**src/rtl/bounce_ctrl.sv**
```systemverilog
// bounce_ctrl: debounced start/pause button, IDLE/PLAY/PAUSE/OVER game FSM, ball step pacing, score and lives.
// Optional macro BOUNCE_SPEEDUP_EN: step divider shrinks by one each time the score passes a multiple of 8.
module bounce_ctrl #(
    parameter int         DEBOUNCE_CYCLES = 250000,
    parameter int         FRAME_DIV       = 2,
    parameter int         START_LIVES     = 3,
    parameter logic [8:0] Y_FLOOR         = 9'd470
) (
    input  logic       clk,
    input  logic       rst_n,
    input  logic       btn,
    input  logic       frame_tick,
    input  logic [8:0] ball_y,
    input  logic       paddle_hit,
    output logic       step_en,
    output logic       ball_load,
    output logic [1:0] state,
    output logic [7:0] score,
    output logic [1:0] lives,
    output logic       game_over
);

    typedef enum logic [1:0] {
        IDLE  = 2'd0,
        PLAY  = 2'd1,
        PAUSE = 2'd2,
        OVER  = 2'd3
    } state_t;

    localparam int DBW = $clog2(DEBOUNCE_CYCLES + 1);
    localparam int CW  = $clog2(FRAME_DIV + 1);
    localparam logic [DBW-1:0] DEB_LAST   = DBW'(DEBOUNCE_CYCLES - 1);
    localparam logic [CW-1:0]  DIV_INIT   = CW'(FRAME_DIV);
    localparam logic [1:0]     LIVES_INIT = 2'(START_LIVES);

    state_t         st;
    logic           sync1, sync2;
    logic           deb, deb_d, btn_press;
    logic [DBW-1:0] deb_cnt;
    logic [CW-1:0]  fcnt;
    logic [CW-1:0]  div_m1;
    logic [1:0]     holdoff;
    logic           miss;
    logic           hit_ok;

    assign state  = st;
    assign miss   = (ball_y >= Y_FLOOR) && (holdoff == 2'd0);
    assign hit_ok = paddle_hit && (score != 8'hFF);

`ifdef BOUNCE_SPEEDUP_EN
    logic [CW-1:0] div_q;
    assign div_m1 = div_q - 1'b1;
`else
    assign div_m1 = DIV_INIT - 1'b1;
`endif

    // The synced level must disagree with the accepted level for DEBOUNCE_CYCLES
    // consecutive cycles before it is accepted; the press pulse follows one cycle later.
    always_ff @(posedge clk or negedge rst_n) begin
        if (!rst_n) begin
            sync1     <= 1'b0;
            sync2     <= 1'b0;
            deb       <= 1'b0;
            deb_d     <= 1'b0;
            deb_cnt   <= '0;
            btn_press <= 1'b0;
        end else begin
            sync1     <= btn;
            sync2     <= sync1;
            deb_d     <= deb;
            btn_press <= deb & ~deb_d;
            if (sync2 == deb) begin
                deb_cnt <= '0;
            end else if (deb_cnt == DEB_LAST) begin
                deb     <= sync2;
                deb_cnt <= '0;
            end else begin
                deb_cnt <= deb_cnt + 1'b1;
            end
        end
    end

    always_ff @(posedge clk or negedge rst_n) begin
        if (!rst_n) begin
            st        <= IDLE;
            score     <= 8'd0;
            lives     <= 2'd0;
            step_en   <= 1'b0;
            ball_load <= 1'b0;
            game_over <= 1'b0;
            fcnt      <= '0;
            holdoff   <= 2'd0;
`ifdef BOUNCE_SPEEDUP_EN
            div_q     <= DIV_INIT;
`endif
        end else begin
            step_en   <= 1'b0;
            ball_load <= 1'b0;
            // Holdoff starts counting only after the reload pulse has been seen by the datapath.
            if (holdoff != 2'd0 && !ball_load) begin
                holdoff <= holdoff - 2'd1;
            end
            case (st)
                IDLE: begin
                    if (btn_press) begin
                        st        <= PLAY;
                        score     <= 8'd0;
                        lives     <= LIVES_INIT;
                        fcnt      <= '0;
                        holdoff   <= 2'd0;
                        ball_load <= 1'b1;
`ifdef BOUNCE_SPEEDUP_EN
                        div_q     <= DIV_INIT;
`endif
                    end
                end
                PLAY: begin
                    if (miss) begin
                        if (lives > 2'd1) begin
                            lives     <= lives - 2'd1;
                            ball_load <= 1'b1;
                            holdoff   <= 2'd3;
                        end else begin
                            lives     <= 2'd0;
                            st        <= OVER;
                            game_over <= 1'b1;
                        end
                    end else begin
                        if (hit_ok) begin
                            score <= score + 8'd1;
`ifdef BOUNCE_SPEEDUP_EN
                            if (score[2:0] == 3'd7 && div_q > CW'(1)) begin
                                div_q <= div_q - 1'b1;
                            end
`endif
                        end
                        if (btn_press) begin
                            st <= PAUSE;
                        end else if (frame_tick) begin
                            // >= keeps pacing sane if the divider shrinks below a running count
                            if (fcnt >= div_m1) begin
                                fcnt    <= '0;
                                step_en <= 1'b1;
                            end else begin
                                fcnt <= fcnt + 1'b1;
                            end
                        end
                    end
                end
                PAUSE: begin
                    if (btn_press) begin
                        st <= PLAY;
                    end
                end
                OVER: begin
                    if (btn_press) begin
                        st        <= IDLE;
                        game_over <= 1'b0;
                    end
                end
                default: st <= IDLE;
            endcase
        end
    end

endmodule

```
**config.mk**
```make
export PLATFORM = sky130hd
export DESIGN_NAME = bounce_ctrl
export DESIGN_NICKNAME = d
export VERILOG_FILES = /design/src/rtl/bounce_ctrl.sv
export SDC_FILE = /design/constraint.sdc
export NUM_CORES = 1
export LEC_CHECK = 0
export ABC_AREA = 1
export BUFFER_PORTS_ARGS = -buffer_cell sky130_fd_sc_hd__buf_2
export CORE_ASPECT_RATIO = 1.25
export CORE_MARGIN = 2
export CORE_UTILIZATION = 50
export CTS_CLUSTER_SIZE = 8
export DETAILED_ROUTE_END_ITERATION = 10
export GPL_TIMING_DRIVEN = 0
export PLACE_DENSITY = 0.73
export SYNTH_ARGS = -nofsm -noshare
export SYNTH_HDL_FRONTEND = slang
export SYNTH_SLANG_ARGS = --single-unit
```
**constraint.sdc**
```tcl
create_clock -name clk -period 1.35 [get_ports clk]
set_input_delay 0.0675 -clock clk [delete_from_list [all_inputs] [get_ports clk]]
set_output_delay 0.0675 -clock clk [all_outputs]
set_load 0.005 [all_outputs]
```
## Word level (Yosys, flattened, before mapping)

Cells that the tools add are included.

- Register bits after elaboration: 42
- Bits of input ports: 14
- Output and inout bits: 15

- Reduce and logical (&&, ||, !) cells: 16
- Add/sub/neg operators: 5
- Bitwise operators: 3
- Magnitude comparators: 3
- Muxes and demuxes: 39
- Eq/ne operators: 17

Operator list:

| kind | number |
|---|---|
| two-way mux 18 bit | 2 |
| two-way mux 2 bit | 16 |
| two-way mux 8 bit | 3 |
| adder 18 x 1 -> 18 bit, second input constant | 1 |
| equality test 18 bit, second input constant | 1 |
| != test 2 bit, second input constant | 8 |
| case mux 8 bit (2 select lines) | 1 |
| case mux 2 bit (2 select lines) | 3 |
| AND reduction 4 bit | 3 |
| two-way mux 1 bit | 11 |
| greater-or-equal comparator 9 bit, second input constant | 1 |
| adder 8 x 1 -> 8 bit, second input constant | 1 |
| != test 8 bit, second input constant | 1 |
| != test 3 bit, second input constant | 2 |
| case mux 2 bit (3 select lines) | 1 |
| nonzero test 2 bit | 3 |
| AND reduction 5 bit | 1 |
| equality test 2 bit, second input constant | 2 |
| logical NOT 2 bit | 2 |
| case mux 1 bit (2 select lines) | 2 |
| subtractor 2 x 1 -> 2 bit, second input constant | 2 |
| logical AND 1 bit | 3 |
| AND reduction 3 bit | 1 |
| adder 2 x 1 -> 2 bit, second input constant | 1 |
| other kinds (10) | 11 |

## Depth between registers and ports, before layout

- Depth after elaboration: 6
- Gate-level depth with buffers: 10

## Least setup slack after synthesis

No wires, ideal clock.

- Path type: register to register
- Start point: reg score[0]
- End point: reg score[2]
- Arrival time: 1.244 ns
- Library setup time: 0.118 ns
- Required time: 1.232 ns
- Stages on the path, launching flop included: 10
- Slack: -0.012 ns
- Period minus slack after synthesis: 1.362 ns
- Path buffers: 0
- Cell sequence: dfrtp_1 ha_1 nand3_1 inv_1 nand2_1 nand2_1 nand2_2 nand3_2 nand2_1 nand2_1

- Word-level cells in the longest chain between the ends: 4

Ends and longest elaborated chain:

| what | line | text |
|---|---|---|
| from (decl) | 18 | `output logic [7:0] score,` |
| from (signal assigned) | 130 | `score <= score + 8'd1;` |
| adder 8 x 1 -> 8 bit / != test 8 bit (equally long branches) | 130, 48 |  |
| two-way mux 8 bit / logical AND 1 bit (equally long branches) | 129, 48 |  |
| two-way mux 8 bit / != test 2 bit (equally long branches) | -- |  |
| case mux 8 bit (2 select lines) / AND reduction 4 bit (equally long branches) | -- |  |

Several ways; a longest one is shown, not always the timed one. The select of a mux whose other input is x is not followed.
A chain may end at the register's enable or synchronous reset.

## Worst setup path after layout

- Start point: reg holdoff[0]
- End point: reg lives[1]

- Word-level cells in the longest chain between the ends: 4

Ends and longest elaborated chain:

| what | line | text |
|---|---|---|
| from (decl) | 42 | `logic [1:0] holdoff;` |
| from (signal assigned) | 101 | `holdoff <= holdoff - 2'd1;` |
| logical NOT 2 bit | 47 | `assign miss = (ball_y >= Y_FLOOR) && (holdoff == 2'd0);` |
| logical AND 1 bit | 47 |  |
| != test 2 bit (no line) | -- |  |
| AND reduction 3 bit (no line) | -- |  |
| to (signal assigned) | 120 | `lives <= lives - 2'd1;` |
| to (decl) | 19 | `output logic [1:0] lives,` |

Every way passes these cells.

==> impl_summary.md <==
Worst setup path
The classification of the worst setup path is flip-flop to flip-flop. The slack of the worst reg-to-reg path is -0.05 ns. The data arrival time of the critical path is 1.59 ns. The worst setup path is captured at a flip-flop. The required time of the critical path is 1.54 ns. The worst setup path is launched from a flip-flop.

The highest fanout seen on the critical path is 4.

GRT
In the global route stage, overall resource usage came out at 20.0%. The via count of the first global-routing pass is 1,950. Summed over all layers, the global routing overflow is 0. The largest net degree at the start of global routing is 43. The first global-routing pass estimated 8.11 mm of wire.

The number of antenna violations at the first check in global routing is 0.

Layout
The layout overhead on the synthesized area is 31.3%. The antenna diode count is 0. Fill cells in the final layout number 337.

The post-route standard cell area excluding fillers is 3090 um2. The net count of the finished layout is 381. The library cell used most frequently in the layout, excluding fill and tap cells, is nand2_1.

Once layout is complete, the cells apart from fillers number 421. Leaving out fill and tap cells, the most frequent cells in the layout are nand2_1, dfrtp_1, nor2_1. Once layout is complete, the utilization of the core stands at 69.2%.

The fraction of final layout cells with drive strength greater than 1 is 33.3%.

Die
The site row count is 27. The die is 65.3 um wide. The floorplan step defined a die boundary enclosing 5270 um2.

29 I/O pins were placed. The area inside the core boundary is 4460 um2. The die is 80.7 um tall. Once the floorplan was initialized, standard cells occupied 52.7% of the core.

Placement
The post-place setup slack is -0.179 ns. Port buffering added 27 buffers. Once placement finished, the instance area stood at 2570 um2. The routability congestion estimate from global placement is 0.894. The half-perimeter wire length after detailed placement is 3.22 mm. The instance count after placement with tap cells included is 390.

Timing
The ratio of final minimum period to clock period is 104%. The final critical delay including setup and external delays is 1.40 ns. The timing-limited maximum frequency is 713 MHz.

The largest clock skew in the final design is 0.0130 ns. Setup violations remaining at the end of the flow were counted as 9. The worst hold slack after final layout is 0.0261 ns. At the pin with the least slew margin, the transition time is 0.908 ns. Across all setup checks in the final design, the least slack found is -0.0523 ns.

Setup repair after global routing could not meet its margin everywhere. The max-slew violation total from the final report was 0. Measured against its own limit, the worst slew margin works out to 39.5%.

The sum of negative setup slack is -0.103 ns. The final hold violation count came to 0.

Yosys
The mean post-synth cell area is 7.71 um2. Summed over all instances, the cell type with the most area after synthesis is dfrtp_1. The post-synthesis sequential area ratio is 44.7%.

The number of unique standard cell types used by synthesis is 27. During synthesis, Yosys emitted a total of 0 warnings. The netlist area before placement is 2350 um2. Counting flops and latches in the post-synthesis netlist gives 42. Synthesis produced a netlist whose cell count is 305. When the netlist entered floorplanning its net count stood at 324. In the post-synthesis netlist, the biggest area contributors are dfrtp_1, nand2_1, nor2_1. The top cell type by area accounts for 44.7% of the synthesized area.

Routing
The met2 routed wirelength is 2.72 mm. The detail-routed via count per cell is 4.91. Wire segments on met3 add up to 158 um in the final route. The post-detailed-route DRC marker count is 0. The final wirelength is 5.07 mm. The vias after detailed routing is 2,067. Dividing the detail-routed wire length by the instance count gives 12.1 um. The pre-antenna-repair detailed-routing pass consisted of 4 iterations.

The uppermost layer routed is met4. The number of nets with antenna violations after routing is 0. The routed length on met1 is 2.08 mm. The DRC marker count from the first detailed-route iteration is 124.

Min path
The path type of the worst min-delay path is primary input to flip-flop.

Run
The tool flagged a number of max-cap violations equal to 0.

Clock network
TritonCTS created 5 clock buffers. The H-tree depth is 2. The root cell of the clock tree is clkbuf_8. The clock-pin slew of the registers on the worst-case setup and hold paths is 0.08 ns. CTS saw 42 sinks. The TritonCTS clock tree is done.

The insertion delay to the later sink of the worst-skew pair is 0.30 ns. The maximum buffer depth of the clock tree is 2.

Power and ir drop
Summed over all cells, the static leakage comes to 1.52 nW. Power spread over the standard cell area amounts to 773 nW/um2. The worst vdd rail ir drop is 0.807 mV. The design draws 2.39 mW.

Outcome
The checks that failed: negative setup slack. The run finished, with violations left.
[cells by family (layout without fill, tap and decap cells)]
group           Yosys count  count (layout)  share of synthesized area, %
compound gates           16              16                          3.78
xor+xnor                 13              13                          5.16
fa+ha+maj                 5               5                          2.66
buf+inv                  42              98                          6.71
flops                    42              42                          44.7
simple gates            187             189                          37.0
[Yosys cell counts]
cell and count:
a21oi_1 5, ha_1 5, o21ai_0 6, inv_2 6
a21oi_2 1, nand2_4 2, nand2_2 5, nor2_4 5
and2_1 1, nand3_1 14, nor2_2 3, nor3b_1 3
xor2_1 10, a211oi_1 1, o21ai_1 2, xnor2_2 1
dfrtp_1 42, nand4_1 7, xnor2_1 2, nor3_2 3
o211ai_1 1, nand3b_1 1, nor3_1 4, nand3_2 3
nand2_1 92, nor2_1 44, inv_1 36
[final timing paths]
| kind | from | to | cells after the start |
|---|---|---|---|
| max reg2reg | holdoff[0] | lives[1] | 8 |
| max | holdoff[0] | lives[1] | 8 |
| max in group asynchronous | rst_n | deb_cnt[3] | 2 |
| min in group asynchronous | rst_n | score[1] | 2 |
| min | frame_tick | step_en | 3 |
| min reg2reg | sync1 | sync2 | 0 |
[timing repair]
action,in CTS,in global routing
cloned,1,1
pin swaps,10,12
resized for setup,19,40
hold endpoints to repair,43,0
hold buffers,2,0
endpoints found under the setup margin,27,28
buffers inserted,6,13
[state kept, by name, indices dropped and copies added, names as in the netlist]
| register | count |
|---|---|
| deb_cnt | 18 |
| holdoff | 2 |
| btn_press | 1 |
| game_over | 1 |
| deb_d | 1 |
| sync2 | 1 |
| score | 8 |
| sync1 | 1 |
| fcnt | 2 |
| lives | 2 |
| state | 2 |
| step_en | 1 |
| deb | 1 |
| ball_load | 1 |
[final cells by class]
cell class	count	area, um2	area share [%]
flip-flops and latches	42	1060	34.2
clock buffers	6	72.6	2.35
clock inverters	2	37.5	1.22
multi-input cells	223	1390	45.0
repair buffers	48	298	9.64
inverters	42	160	5.19
well taps	58	72.6	2.35
[power by group]
part | total [mW] | internal (mW) | switching, mW
logic | 0.129 | 0.0541 | 0.0752
registers | 1.28 | 1.27 | 0.0123
clock network | 0.977 | 0.552 | 0.425
[critical path, cell delays in order (launching register included)]
cell	delay, ns
dfrtp_1	0.38
inv_2	0.08
ha_4	0.14
nand2_4	0.05
nor2_4	0.13
buf_4	0.14
nand3_2	0.13
o21ai_1	0.17
nand2_1	0.06
[layer usage]
layer  up-vias  global-route usage [%]
li1       1064                       -
met2        36                    37.2
met5         -                       0
met3        10                    4.20
met4         0                    6.25
met1       957                    22.5
Note: power is estimated with default switching activity, not from simulation.
